==> src/rtl/multicycle_control_fsm.sv <==
// Multi-cycle RV32I control FSM: FETCH/DECODE/EXECUTE/MEM/WB over one ALU and one memory port.
// 3-5 cycles per instruction; FETCH/MEMREAD/MEMWRITE stall on mem_ready, with a watchdog into ERROR.
module multicycle_control_fsm #(
  parameter int TIMEOUT_CYCLES = 15,
  parameter int CNT_W          = 8
) (
  input  logic        clk,
  input  logic        rst,
  input  logic [31:0] Instr,
  input  logic        EQ,
  input  logic        mem_ready,
  output logic        PCWrite,
  output logic        IRWrite,
  output logic        AdrSrc,
  output logic        MemRead,
  output logic        MemWrite,
  output logic        RegWrite,
  output logic [1:0]  ALUSrcA,
  output logic [1:0]  ALUSrcB,
  output logic [3:0]  ALUctrl,
  output logic [2:0]  ImmSrc,
  output logic [1:0]  ResultSrc,
  output logic        instr_retired,
  output logic        illegal,
  output logic        timeout,
  output logic [3:0]  state
);

  localparam logic [3:0] ALU_OPCODE_ADD = 4'd0;
  localparam logic [3:0] ALU_OPCODE_SUB = 4'd1;
  localparam logic [3:0] ALU_OPCODE_AND = 4'd2;
  localparam logic [3:0] ALU_OPCODE_OR  = 4'd3;
  localparam logic [3:0] ALU_OPCODE_SLT = 4'd4;

  typedef enum logic [3:0] {
    FETCH    = 4'd0,
    DECODE   = 4'd1,
    MEMADR   = 4'd2,
    MEMREAD  = 4'd3,
    MEMWB    = 4'd4,
    MEMWRITE = 4'd5,
    EXECR    = 4'd6,
    EXECI    = 4'd7,
    EXECU    = 4'd8,
    ALUWB    = 4'd9,
    BRANCH   = 4'd10,
    JAL      = 4'd11,
    JALR1    = 4'd12,
    JALR2    = 4'd13,
    ERROR    = 4'd15
  } state_t;

  state_t           cur_state, nxt_state;
  logic [CNT_W-1:0] wd_cnt;
  logic             illegal_q, timeout_q;
  logic             set_illegal, set_timeout;
  logic             waiting, expire, r_legal;
  logic [6:0]       op, funct7;
  logic [2:0]       funct3;
  logic             unused_instr;

  assign op           = Instr[6:0];
  assign funct3       = Instr[14:12];
  assign funct7       = Instr[31:25];
  assign unused_instr = ^{Instr[24:15], Instr[11:7]};

  assign waiting = (cur_state == FETCH) || (cur_state == MEMREAD) || (cur_state == MEMWRITE);
  // A response arriving in the expiry cycle still wins because expire requires mem_ready low.
  assign expire  = waiting && !mem_ready && (wd_cnt == CNT_W'(TIMEOUT_CYCLES - 1));

  assign r_legal = ((funct7 == 7'h00) && (funct3 inside {3'b000, 3'b111, 3'b110, 3'b010})) ||
                   ((funct7 == 7'h20) && (funct3 == 3'b000));

  assign state   = cur_state;
  assign illegal = illegal_q;
  assign timeout = timeout_q;

  function automatic logic [3:0] alu_from_f3(input logic [2:0] f3, input logic sub);
    case (f3)
      3'b000:  alu_from_f3 = sub ? ALU_OPCODE_SUB : ALU_OPCODE_ADD;
      3'b111:  alu_from_f3 = ALU_OPCODE_AND;
      3'b110:  alu_from_f3 = ALU_OPCODE_OR;
      3'b010:  alu_from_f3 = ALU_OPCODE_SLT;
      default: alu_from_f3 = ALU_OPCODE_ADD;
    endcase
  endfunction

  always_ff @(posedge clk) begin
    if (rst) begin
      cur_state <= FETCH;
      wd_cnt    <= '0;
      illegal_q <= 1'b0;
      timeout_q <= 1'b0;
    end else begin
      cur_state <= nxt_state;
      wd_cnt    <= (waiting && !mem_ready) ? wd_cnt + CNT_W'(1) : '0;
      if (set_illegal) illegal_q <= 1'b1;
      if (set_timeout) timeout_q <= 1'b1;
    end
  end

  always_comb begin
    nxt_state     = cur_state;
    set_illegal   = 1'b0;
    set_timeout   = 1'b0;
    PCWrite       = 1'b0;
    IRWrite       = 1'b0;
    AdrSrc        = 1'b0;
    MemRead       = 1'b0;
    MemWrite      = 1'b0;
    RegWrite      = 1'b0;
    ALUSrcA       = 2'b00;
    ALUSrcB       = 2'b00;
    ALUctrl       = ALU_OPCODE_ADD;
    ImmSrc        = 3'b000;
    ResultSrc     = 2'b00;
    instr_retired = 1'b0;

    case (cur_state)
      FETCH: begin
        MemRead   = 1'b1;
        ALUSrcB   = 2'b10;
        ResultSrc = 2'b10;
        IRWrite   = mem_ready;
        PCWrite   = mem_ready;
        if (mem_ready) nxt_state = DECODE;
      end
      DECODE: begin
        // Branch target is precomputed here into ALUOut.
        ALUSrcA = 2'b01;
        ALUSrcB = 2'b01;
        ImmSrc  = 3'b010;
        case (op)
          7'b0000011: nxt_state = (funct3 inside {3'b100, 3'b010}) ? MEMADR : ERROR;
          7'b0100011: nxt_state = (funct3 inside {3'b000, 3'b010}) ? MEMADR : ERROR;
          7'b0110011: nxt_state = r_legal ? EXECR : ERROR;
          7'b0010011: nxt_state = (funct3 inside {3'b000, 3'b111, 3'b110, 3'b010}) ? EXECI : ERROR;
          7'b0010111: nxt_state = EXECU;
          7'b1100011: nxt_state = (funct3 inside {3'b000, 3'b001}) ? BRANCH : ERROR;
          7'b1101111: nxt_state = JAL;
          7'b1100111: nxt_state = (funct3 == 3'b000) ? JALR1 : ERROR;
          default:    nxt_state = ERROR;
        endcase
        set_illegal = (nxt_state == ERROR);
      end
      MEMADR: begin
        ALUSrcA   = 2'b10;
        ALUSrcB   = 2'b01;
        ImmSrc    = op[5] ? 3'b001 : 3'b000;
        nxt_state = op[5] ? MEMWRITE : MEMREAD;
      end
      MEMREAD: begin
        MemRead = 1'b1;
        AdrSrc  = 1'b1;
        if (mem_ready) nxt_state = MEMWB;
      end
      MEMWB: begin
        ResultSrc     = 2'b01;
        RegWrite      = 1'b1;
        instr_retired = 1'b1;
        nxt_state     = FETCH;
      end
      MEMWRITE: begin
        MemWrite = 1'b1;
        AdrSrc   = 1'b1;
        if (mem_ready) begin
          instr_retired = 1'b1;
          nxt_state     = FETCH;
        end
      end
      EXECR: begin
        ALUSrcA   = 2'b10;
        ALUctrl   = alu_from_f3(funct3, funct7[5]);
        nxt_state = ALUWB;
      end
      EXECI: begin
        ALUSrcA   = 2'b10;
        ALUSrcB   = 2'b01;
        ALUctrl   = alu_from_f3(funct3, 1'b0);
        nxt_state = ALUWB;
      end
      EXECU: begin
        ALUSrcA   = 2'b01;
        ALUSrcB   = 2'b01;
        ImmSrc    = 3'b011;
        nxt_state = ALUWB;
      end
      ALUWB: begin
        RegWrite      = 1'b1;
        instr_retired = 1'b1;
        nxt_state     = FETCH;
      end
      BRANCH: begin
        ALUSrcA       = 2'b10;
        ALUctrl       = ALU_OPCODE_SUB;
        PCWrite       = funct3[0] ? ~EQ : EQ;
        instr_retired = 1'b1;
        nxt_state     = FETCH;
      end
      JAL: begin
        ALUSrcA   = 2'b01;
        ALUSrcB   = 2'b10;
        ImmSrc    = 3'b100;
        PCWrite   = 1'b1;
        nxt_state = ALUWB;
      end
      JALR1: begin
        ALUSrcA   = 2'b10;
        ALUSrcB   = 2'b01;
        nxt_state = JALR2;
      end
      JALR2: begin
        ALUSrcA   = 2'b01;
        ALUSrcB   = 2'b10;
        PCWrite   = 1'b1;
        nxt_state = ALUWB;
      end
      ERROR:   nxt_state = ERROR;
      default: nxt_state = ERROR;
    endcase

    if (expire) begin
      nxt_state   = ERROR;
      set_timeout = 1'b1;
    end

    if (rst) begin
      PCWrite       = 1'b0;
      IRWrite       = 1'b0;
      MemRead       = 1'b0;
      MemWrite      = 1'b0;
      RegWrite      = 1'b0;
      instr_retired = 1'b0;
    end
  end

endmodule

==> config.mk <==
export PLATFORM = sky130hd
export DESIGN_NAME = multicycle_control_fsm
export DESIGN_NICKNAME = d
export VERILOG_FILES = /design/src/rtl/multicycle_control_fsm.sv
export SDC_FILE = /design/constraint.sdc
export NUM_CORES = 1
export LEC_CHECK = 0
export ABC_AREA = 1
export CAP_MARGIN = 20
export CORE_MARGIN = 1
export CORE_UTILIZATION = 37
export CTS_CLUSTER_DIAMETER = 60
export DETAILED_ROUTE_END_ITERATION = 10
export PLACE_DENSITY = 0.77
export SYNTH_ARGS = -nofsm -noshare
export SYNTH_HDL_FRONTEND = slang
export SYNTH_SLANG_ARGS = --single-unit
==> constraint.sdc <==
create_clock -name clk -period 1.3 [get_ports clk]
set_clock_uncertainty 0.15 [all_clocks]
set_input_delay 0.26 -clock clk [delete_from_list [all_inputs] [get_ports clk]]
set_output_delay 0.26 -clock clk [all_outputs]
set_load 0.005 [all_outputs]
## After elaboration in Yosys (flattened, before gate mapping)

Cells that the tools add are included.

| word-level totals | value |
|---|---|
| register bits after elaboration | 14 |
| input port bits | 36 |
| output and inout bits | 26 |
| word-level logic and storage cells | 106 |

| operators by class | value |
|---|---|
| add/sub/neg operators | 1 |
| equality and inequality tests | 32 |
| muxes and demuxes | 40 |
| bitwise logic cells | 2 |
| reductions and logical operators | 27 |

Operators by type and width:

| kind | count |
|---|---|
| case mux 4 bit (8 select lines) | 2 |
| 2-to-1 mux 4 bit | 9 |
| equality test 4 bit, second input constant | 7 |
| case mux 3 bit (4 select lines) | 2 |
| equality test 7 x 6 -> 1 bit, second input constant | 3 |
| equality test 7 bit, second input constant | 3 |
| case mux 3 bit (3 select lines) | 2 |
| 2-to-1 mux 1 bit | 17 |
| equality test 4 x 3 -> 1 bit, second input constant | 4 |
| OR reduction 5 bit | 3 |
| equality test 7 x 5 -> 1 bit, second input constant | 2 |
| case mux 2 bit (2 select lines) | 3 |
| OR reduction 2 bit | 5 |
| equality test 3 bit, second input constant | 3 |
| != test 3 bit, second input constant | 3 |
| adder 8 x 1 -> 8 bit, second input constant | 1 |
| equality test 4 x 2 -> 1 bit, second input constant | 2 |
| equality test 8 x 4 -> 1 bit, second input constant | 1 |
| equality test 7 x 2 -> 1 bit, second input constant | 1 |
| zero test 7 bit | 1 |
| 2-to-1 mux 3 bit | 2 |
| nonzero test 2 bit | 3 |
| OR reduction 3 bit | 2 |
| equality test 4 x 1 -> 1 bit, second input constant | 1 |
| other kinds (14) | 20 |

## Logic depth before layout (Yosys ltp)

Gate-level depths: netlist (run 1).

| logic depth | value |
|---|---|
| word-level depth | 9 |
| mapped depth | 10 |
| mapped depth without buffers | 10 |

## Worst setup path before layout (run 1)

Ideal clock, no wire load.

| timing | value |
|---|---|
| path type | register -> register |
| start | register cur_state[1], in the netlist state[1] |
| end | register cur_state[1], in the netlist state[1] |
| library setup time | 0.122 ns |
| arrival time | 1.238 ns |
| data required time | 1.028 ns |
| setup slack | -0.209 ns |
| stages on the path, launching flop included | 9 |
| buffers on the path | 0 |
| period minus slack after synthesis | 1.509 ns |
| cell sequence | dfxtp_1 nor2_2 nand2_2 inv_2 o21ai_4 inv_4 nand2_2 nor3b_2 a21oi_2 |

| on the way | value |
|---|---|
| word-level cells in the longest chain between the ends | 7 |
| elaborated cells on any way between the ends | 26 |
| those cells by class | eq/ne: 16; mux: 2; reduce/logical: 8 |

Ends and longest elaborated chain:

| what | RTL line | text |
|---|---|---|
| start, declared | 53 | `state_t cur_state, nxt_state;` |
| start signal, assigned | 95 | `cur_state <= nxt_state;` |
| equality test 4 x 2 -> 1 bit / zero test 4 bit (equally long branches) | 67, 119 |  |
| logical OR 1 bit (2 in a row) | 67 | `assign waiting = (cur_state == FETCH) \|\| (cur_state == MEMREAD) \|\| (cur_state == MEMWRITE);` |
| logical AND 1 bit (2 in a row) | 69 | `assign expire = waiting && !mem_ready && (wd_cnt == CNT_W'(TIMEOUT_CYCLES - 1));` |
| != test 3 bit (no source line) | - |  |
| AND reduction 3 bit (no source line) | - |  |

Parallel ways exist; a longest one is shown, timed or not.
A chain may end at the register's enable or synchronous reset.

## Worst setup path in the final report (run 1)

| timing | value |
|---|---|
| start | register cur_state[0], in the netlist state[0] |
| end | output instr_retired |

| on the way | value |
|---|---|
| word-level cells in the longest chain between the ends | 4 |
| elaborated cells on any way between the ends | 7 |
| those cells by class | eq/ne: 4; mux: 2; reduce/logical: 1 |

Ends and longest elaborated chain:

| what | RTL line | text |
|---|---|---|
| equality test 4 bit / equality test 4 x 3 -> 1 bit (equally long branches) | 119 | `case (cur_state)` |
| OR reduction 3 bit (no source line) | - |  |
| case mux 1 bit (2 select lines) (*) | 119 |  |
| 2-to-1 mux 1 bit (*) | 227 | `if (rst) begin` |
| end, declared | 23 | `output logic instr_retired,` |

Every way passes the cells marked *; elsewhere a longest branch is shown, timed or not.

==> flow_metrics.py, run 1 <==
metrics = {
    "route": {
        "ant_nets": 0,
        "avgViaCountPerCell": 5.63,
        "drt-wirelength-per-cell_um": 18.6,
        "initialDrtViolationCount": 199,
        "vias": 2129,
        "routed_wl_um": 7050,
        "first_pass_iters": 5,
        "drc": 0,
    },
    "timing": {
        "timing.fmax_mhz": 507,
        "hold_viol_final": 0,
        "fin_ws_ns": -0.672,
        "final.min_clock_period_ns": 1.97,
        "min_period_over_period": 1.52,
        "slew_violations": 0,
        "setup_viol": 36,
        "fin_tns_setup_ns": -16.84,
        "fin_hold_ws_ns": 0.317,
        "rsz0062_at_grt": "true",
    },
    "synthesis": {
        "syn-cell-area_um2": 1270,
        "synthArstFlopShare": 0,
        "synthCells": 217,
        "netlist.area_leader.share": 0.220,
        "ys_top_cells_by_count": "nand2_1 (44), nor2_1 (38), inv_1 (31), nand3_1 (17), dfxtp_1 (14)",
        "synthTopCellsByArea": "dfxtp_1 (22%), nand2_1 (13%), nor2_1 (11%)",
        "synth_fp_nets": 255,
        "yosysMostFrequentCell": "nand2_1",
        "syn_avg_cell_area_um2": 5.86,
        "synth_ff_type": "dfxtp_1",
        "ys_types": 33,
        "ys_ff_latch": 14,
        "synth_top_cell_by_area": "dfxtp_1",
        "ys.warnings.count": 0,
        "synth_edf_count": 0,
        "yosysSeqAreaShare": 0.220,
    },
    "outcome": {
        "violations": "setup timing",
        "status": "finished with violations",
    },
    "hold_path": {
        "worstHoldStart": "illegal",
        "hp-class": "reg -> reg",
    },
    "worst_setup_path": {
        "end_kind": "output pin",
        "worst-r2r-setup-slack_ns": -0.56,
        "required_ns": 0.89,
        "r2r_start": "state[0]",
        "start_kind": "register",
        "crit_arrival_ns": 1.56,
        "startpoint": "state[0]",
        "worstPathMaxFanout": 4,
        "path_class": "reg -> out",
    },
    "cts": {
        "tritoncts": "done",
        "clock_sinks": 14,
        "numCtsBuffers": 3,
        "worst_skew_pair.late_latency_ns": 0.29,
        "clk_pin_slew_ns": 0.10,
        "cts-root-buf": "clkbuf_4",
        "h-tree-depth": 1,
        "clockBufferDepth": 2,
        "holdBufCountCts": 0,
    },
    "pwr": {
        "sw_frac_of_total": 0.457,
        "p_sw_uw": 1990,
        "pwr-share-seq": 0.161,
        "clkPwrFrac": 0.075,
        "p_comb_frac": 0.764,
        "intPower_uw": 2370,
        "p_per_area_nw_per_um2": 1670,
        "power_uw": 4360,
        "vdd_drop_max_v": 0.00101,
        "p_leak_uw": 0.00128,
    },
    "grt": {
        "grt_util_all_layers": 0.325,
        "antenna_found_initial": 0,
        "grt_pass1_wl_um": 8900,
        "overflow": 0,
        "grt_pass1_vias": 1913,
        "grt_max_degree": 9,
    },
    "floorplanning": {
        "die_area_um2": 3670,
        "initial_core_util": 0.403,
        "core_um2": 3150,
        "ios": 62,
        "die_w_um": 60.6,
        "dieHeight_um": 60.6,
        "rows": 20,
    },
    "cells_and_area": {
        "drive_above_1_share": 0.551,
        "area.growth.synth_to_final_pct": 106,
        "diodes": 0,
        "filler_cell_count": 193,
        "nNetsFinal": 373,
    },
    "placed_design": {
        "gp_congestion": 0.873,
        "place_hpwl_um": 3260,
        "portBuffers": 45,
    },
    "flow_run": {
        "maxCapViolCount": 0,
    },
}
## per-layer routing
layer	GRT usage	vias up	wire length (µm)
met4	0.156	0	381
met3	0.0789	49	546
met5	0	-	0
li1	-	930	-
met1	0.368	984	2770
met2	0.571	166	3350
## layout by cell type (no fill, tap or decap), types with 4 or more instances in the layout
master,Yosys,layout
nand2_2,5,13
nand2_4,1,5
inv_2,6,16
nand2_1,44,31
buf_4,1,55
a21oi_2,2,7
inv_1,31,18
nand3_2,0,5
dfxtp_4,0,4
dlymetal6s2s_1,0,5
dlygate4sd2_1,0,13
nand4_1,5,5
nand3_1,17,11
a21oi_1,11,5
nor2_2,6,11
nor2_4,1,10
clkdlybuf4s15_1,0,4
dfxtp_1,14,8
buf_6,0,17
nor2_1,38,24
buf_2,0,14
nor3_1,5,4
## timing repair
item | in CTS | in global routing
gates cloned | 0 | 0
buffers inserted | 14 | 7
pin swaps | 31 | 22
setup endpoints to repair | 39 | 38
gates resized for setup | 154 | 44
## state kept, by name, indices dropped and copies added, names as in the netlist
name,cells
illegal,1
state,4
wd_cnt,8
timeout,1
## critical path, cell delays in order, from the launching register on
cell and delay (ns):
dfxtp_4 0.44, inv_6 0.07, nor2_4 0.21, buf_6 0.14
nand3_1 0.08, a31oi_1 0.19, buf_2 0.15
## cell type report
| cell class | instances | area [µm²] | share of cell area |
|---|---|---|---|
| clock buffers | 4 | 36.3 | 0.0139 |
| repair buffers | 115 | 962 | 0.368 |
| inverters | 38 | 155 | 0.0593 |
| multi-input cells | 163 | 1110 | 0.424 |
| well taps | 44 | 55.1 | 0.0210 |
| flip-flops and latches | 14 | 298 | 0.114 |
## power by group through the flow
stage / clock (µW) / combinational (µW) / sequential (µW)
2_1_floorplan: 0 / 892 / 660
3_3_place_gp: 0 / 2070 / 655
3_5_place_dp: 0 / 2100 / 657
4_1_cts: 321 / 2660 / 659
5_1_grt: 358 / 3470 / 709
6_report: 326 / 3330 / 702
## worst paths after layout
check / endpoint / cells after the start
worst max-delay path: instr_retired / 6
worst max register to register: state[2] / 11
worst min register to register: illegal / 2
worst min-delay path: illegal / 2
## per-stage QoR
step                cell area [µm²]   util  instances  setup WS [ns]
finish                         2620  0.830        378         -0.672
global route                   2620  0.830        378         -0.807
CTS                            2430  0.771        371         -0.561
detailed placement             2180  0.690        353         -0.856
global placement               2180  0.690        353         -0.809
floorplan                      1320      -        217         -0.124
## logic make-up (layout without fill, tap and decap cells)
logic type	after synthesis	after routing	synth area share
flops	14	14	0.220
fa+ha+maj	2	2	0.0197
buf+inv	40	157	0.123
compound gates	31	31	0.156
simple gates	125	125	0.450
xor+xnor	4	4	0.0276
other cells	1	1	0.00295
Note: power is estimated with default switching activity, not from simulation.
==> run 2, diff against run 1 <==
--- a/config.mk
+++ b/config.mk
@@ -11,7 +11,7 @@
 export CORE_UTILIZATION = 37
 export CTS_CLUSTER_DIAMETER = 60
 export DETAILED_ROUTE_END_ITERATION = 10
-export PLACE_DENSITY = 0.77
+export PLACE_DENSITY = 0.83
 export SYNTH_ARGS = -nofsm -noshare
 export SYNTH_HDL_FRONTEND = slang
 export SYNTH_SLANG_ARGS = --single-unit
==> run 2 against run 1 <==
  * The run still ends with setup timing left
  * Critical path depth rose by 1
  * Power rose by 9.0%
  * Wire length rose by 20%
  * Die area did not move
  * Critical endpoint is now RegWrite
  * Sequential power rose by 2%
  * Cell count rose by 1.3%
  * Sequential share of layout area fell by 0.30 points
  * Register-to-register slack got worse by 0.17 ns
==> flow_metrics.py, run 2 (same netlist as run 1, synthesis figures left out) <==
metrics = {
    "pwr": {
        "clkPwrFrac": 0.059,
        "p_sw_uw": 2270,
        "p_leak_uw": 0.00130,
        "intPower_uw": 2480,
        "p_per_area_nw_per_um2": 1770,
        "p_comb_frac": 0.790,
        "vdd_drop_max_v": 0.000999,
        "pwr-share-seq": 0.151,
        "sw_frac_of_total": 0.477,
    },
    "cts": {
        "clockBufferDepth": 2,
        "clk_pin_slew_ns": 0.10,
        "numCtsBuffers": 3,
        "clock_sinks": 14,
        "holdBufCountCts": 0,
        "tritoncts": "done",
        "cts-root-buf": "clkbuf_4",
        "worst_skew_pair.late_latency_ns": 0.31,
        "h-tree-depth": 1,
    },
    "timing": {
        "slew_violations": 0,
        "hold_viol_final": 0,
        "worst_pin_slew_ns": 0.629,
        "final.min_clock_period_ns": 2.24,
        "min_period_over_period": 1.72,
        "rsz0062_at_grt": "true",
        "slew_headroom": 0.576,
        "timing.fmax_mhz": 446,
        "setup_viol": 36,
        "fin_ws_ns": -0.941,
        "fin_tns_setup_ns": -21.63,
    },
    "cells_and_area": {
        "drive_above_1_share": 0.584,
        "fin_util": 0.852,
        "area.growth.synth_to_final_pct": 111,
        "regMostFlops": "wd_cnt",
        "final_common_cell": "buf_4",
        "filler_cell_count": 148,
        "nNetsFinal": 378,
        "final_cell_mix": "buf_4 (55), nand2_1 (28), buf_6 (25)",
        "largest_reg_flops": 8,
        "diodes": 0,
    },
    "floorplanning": {
        "core_um2": 3150,
        "dieHeight_um": 60.6,
        "rows": 20,
        "die_w_um": 60.6,
        "die_area_um2": 3670,
        "ios": 62,
        "initial_core_util": 0.403,
    },
    "grt": {
        "antenna_found_initial": 0,
        "overflow": 0,
        "grt_pass1_vias": 1844,
        "grt_pass1_wl_um": 8220,
        "grt_util_all_layers": 0.305,
        "grt_max_degree": 9,
    },
    "outcome": {
        "status": "finished with violations",
        "violations": "setup timing",
    },
    "hold_path": {
        "holdPathEnd": "wd_cnt[0]",
        "min_path_cells": 1,
        "worstHoldStart": "wd_cnt[0]",
        "hp-class": "reg -> reg",
    },
    "worst_setup_path": {
        "end_kind": "output pin",
        "worst-r2r-setup-slack_ns": -0.73,
        "path_class": "reg -> out",
        "r2r-end": "state[1]",
        "r2r_start": "state[2]",
        "r2r_cells": 11,
        "required_ns": 0.89,
        "worstPathMaxFanout": 4,
        "crit_arrival_ns": 1.83,
        "start_kind": "register",
    },
    "placed_design": {
        "portBuffers": 45,
        "place_hpwl_um": 3260,
        "gp_congestion": 0.883,
        "dp_slack_ns": -0.868,
    },
    "route": {
        "vias": 2393,
        "initialDrtViolationCount": 268,
        "ant_nets": 0,
        "first_pass_iters": 5,
        "drc": 0,
        "routed_wl_um": 8490,
        "drt-wirelength-per-cell_um": 22.2,
        "avgViaCountPerCell": 6.25,
    },
    "flow_run": {
        "maxCapViolCount": 0,
    },
}
run 2: cell types whose count changed in the layout (fill, tap and decap cells not counted), sizes merged:
| cell | previous run | this run |
|---|---|---|
| clkdlybuf4s50 | 3 | 4 |
| buf | 87 | 95 |
| dlygate4sd2 | 13 | 10 |
| clkdlybuf4s15 | 5 | 9 |
| dlymetal6s2s | 5 | 0 |
run 2: area by class of cell:
type | count | area [µm²] | share of cell area
timing repair buffer | 120 | 1000 | 0.373
multi-input combinational | 163 | 1140 | 0.426
sequential | 14 | 298 | 0.111
inverter | 38 | 163 | 0.0605
clock buffer | 4 | 26.3 | 0.00978
tap | 44 | 55.1 | 0.0205
run 2: critical path, cell delays in order (launching register included):
cell and delay (ns):
dfxtp_4 0.40, nor2_4 0.21, inv_2 0.09, buf_6 0.13, nor2_4 0.12, a21oi_2 0.06
nor2_1 0.31, buf_2 0.20
run 2: worst max path at each step:
stage / startpoint / to / slack, ns / cells past startpoint
after floorplan: state[0] / state[1] / -0.12 / 9
after detailed placement: Instr[12] / PCWrite / -0.87 / 5
after global placement: Instr[13] / ALUctrl[0] / -0.81 / 6
final: state[0] / RegWrite / -0.94 / 7
after CTS: state[2] / PCWrite / -0.57 / 7
after global routing: state[0] / RegWrite / -0.98 / 7
run 2: power groups by stage:
stage	combinational [µW]	clock (µW)	sequential (µW)
floorplan	892	0	660
global placement	2050	0	640
detailed placement	2110	0	652
CTS	2870	271	667
global route	3960	299	716
finish	3750	281	716
run 2: what timing repair did:
action                                  4_1_cts  5_1_grt
hold endpoints to repair                      0        0
gates resized for setup                     193       42
setup buffers                                23       12
endpoints found under the setup margin       39       39
pin swaps                                    45       21
run 2: layer usage:
metal / share of wire / vias to the layer above / track usage
met5: 0 / - / 0
met4: 0.10 / 0 / 0.133
met3: 0.15 / 116 / 0.0640
met2: 0.43 / 268 / 0.590
met1: 0.31 / 1065 / 0.313
li1: - / 944 / -
run 2: through the flow:
stage	power (µW)	hold WS [ns]	instances	cell area, µm²
4_1_cts	3810	0.308	372	2480
3_3_place_gp	2690	0.289	346	2120
3_5_place_dp	2760	0.294	346	2120
6_report	4750	0.349	383	2690
2_1_floorplan	1550	0.280	217	1320
5_1_grt	4970	0.351	383	2690
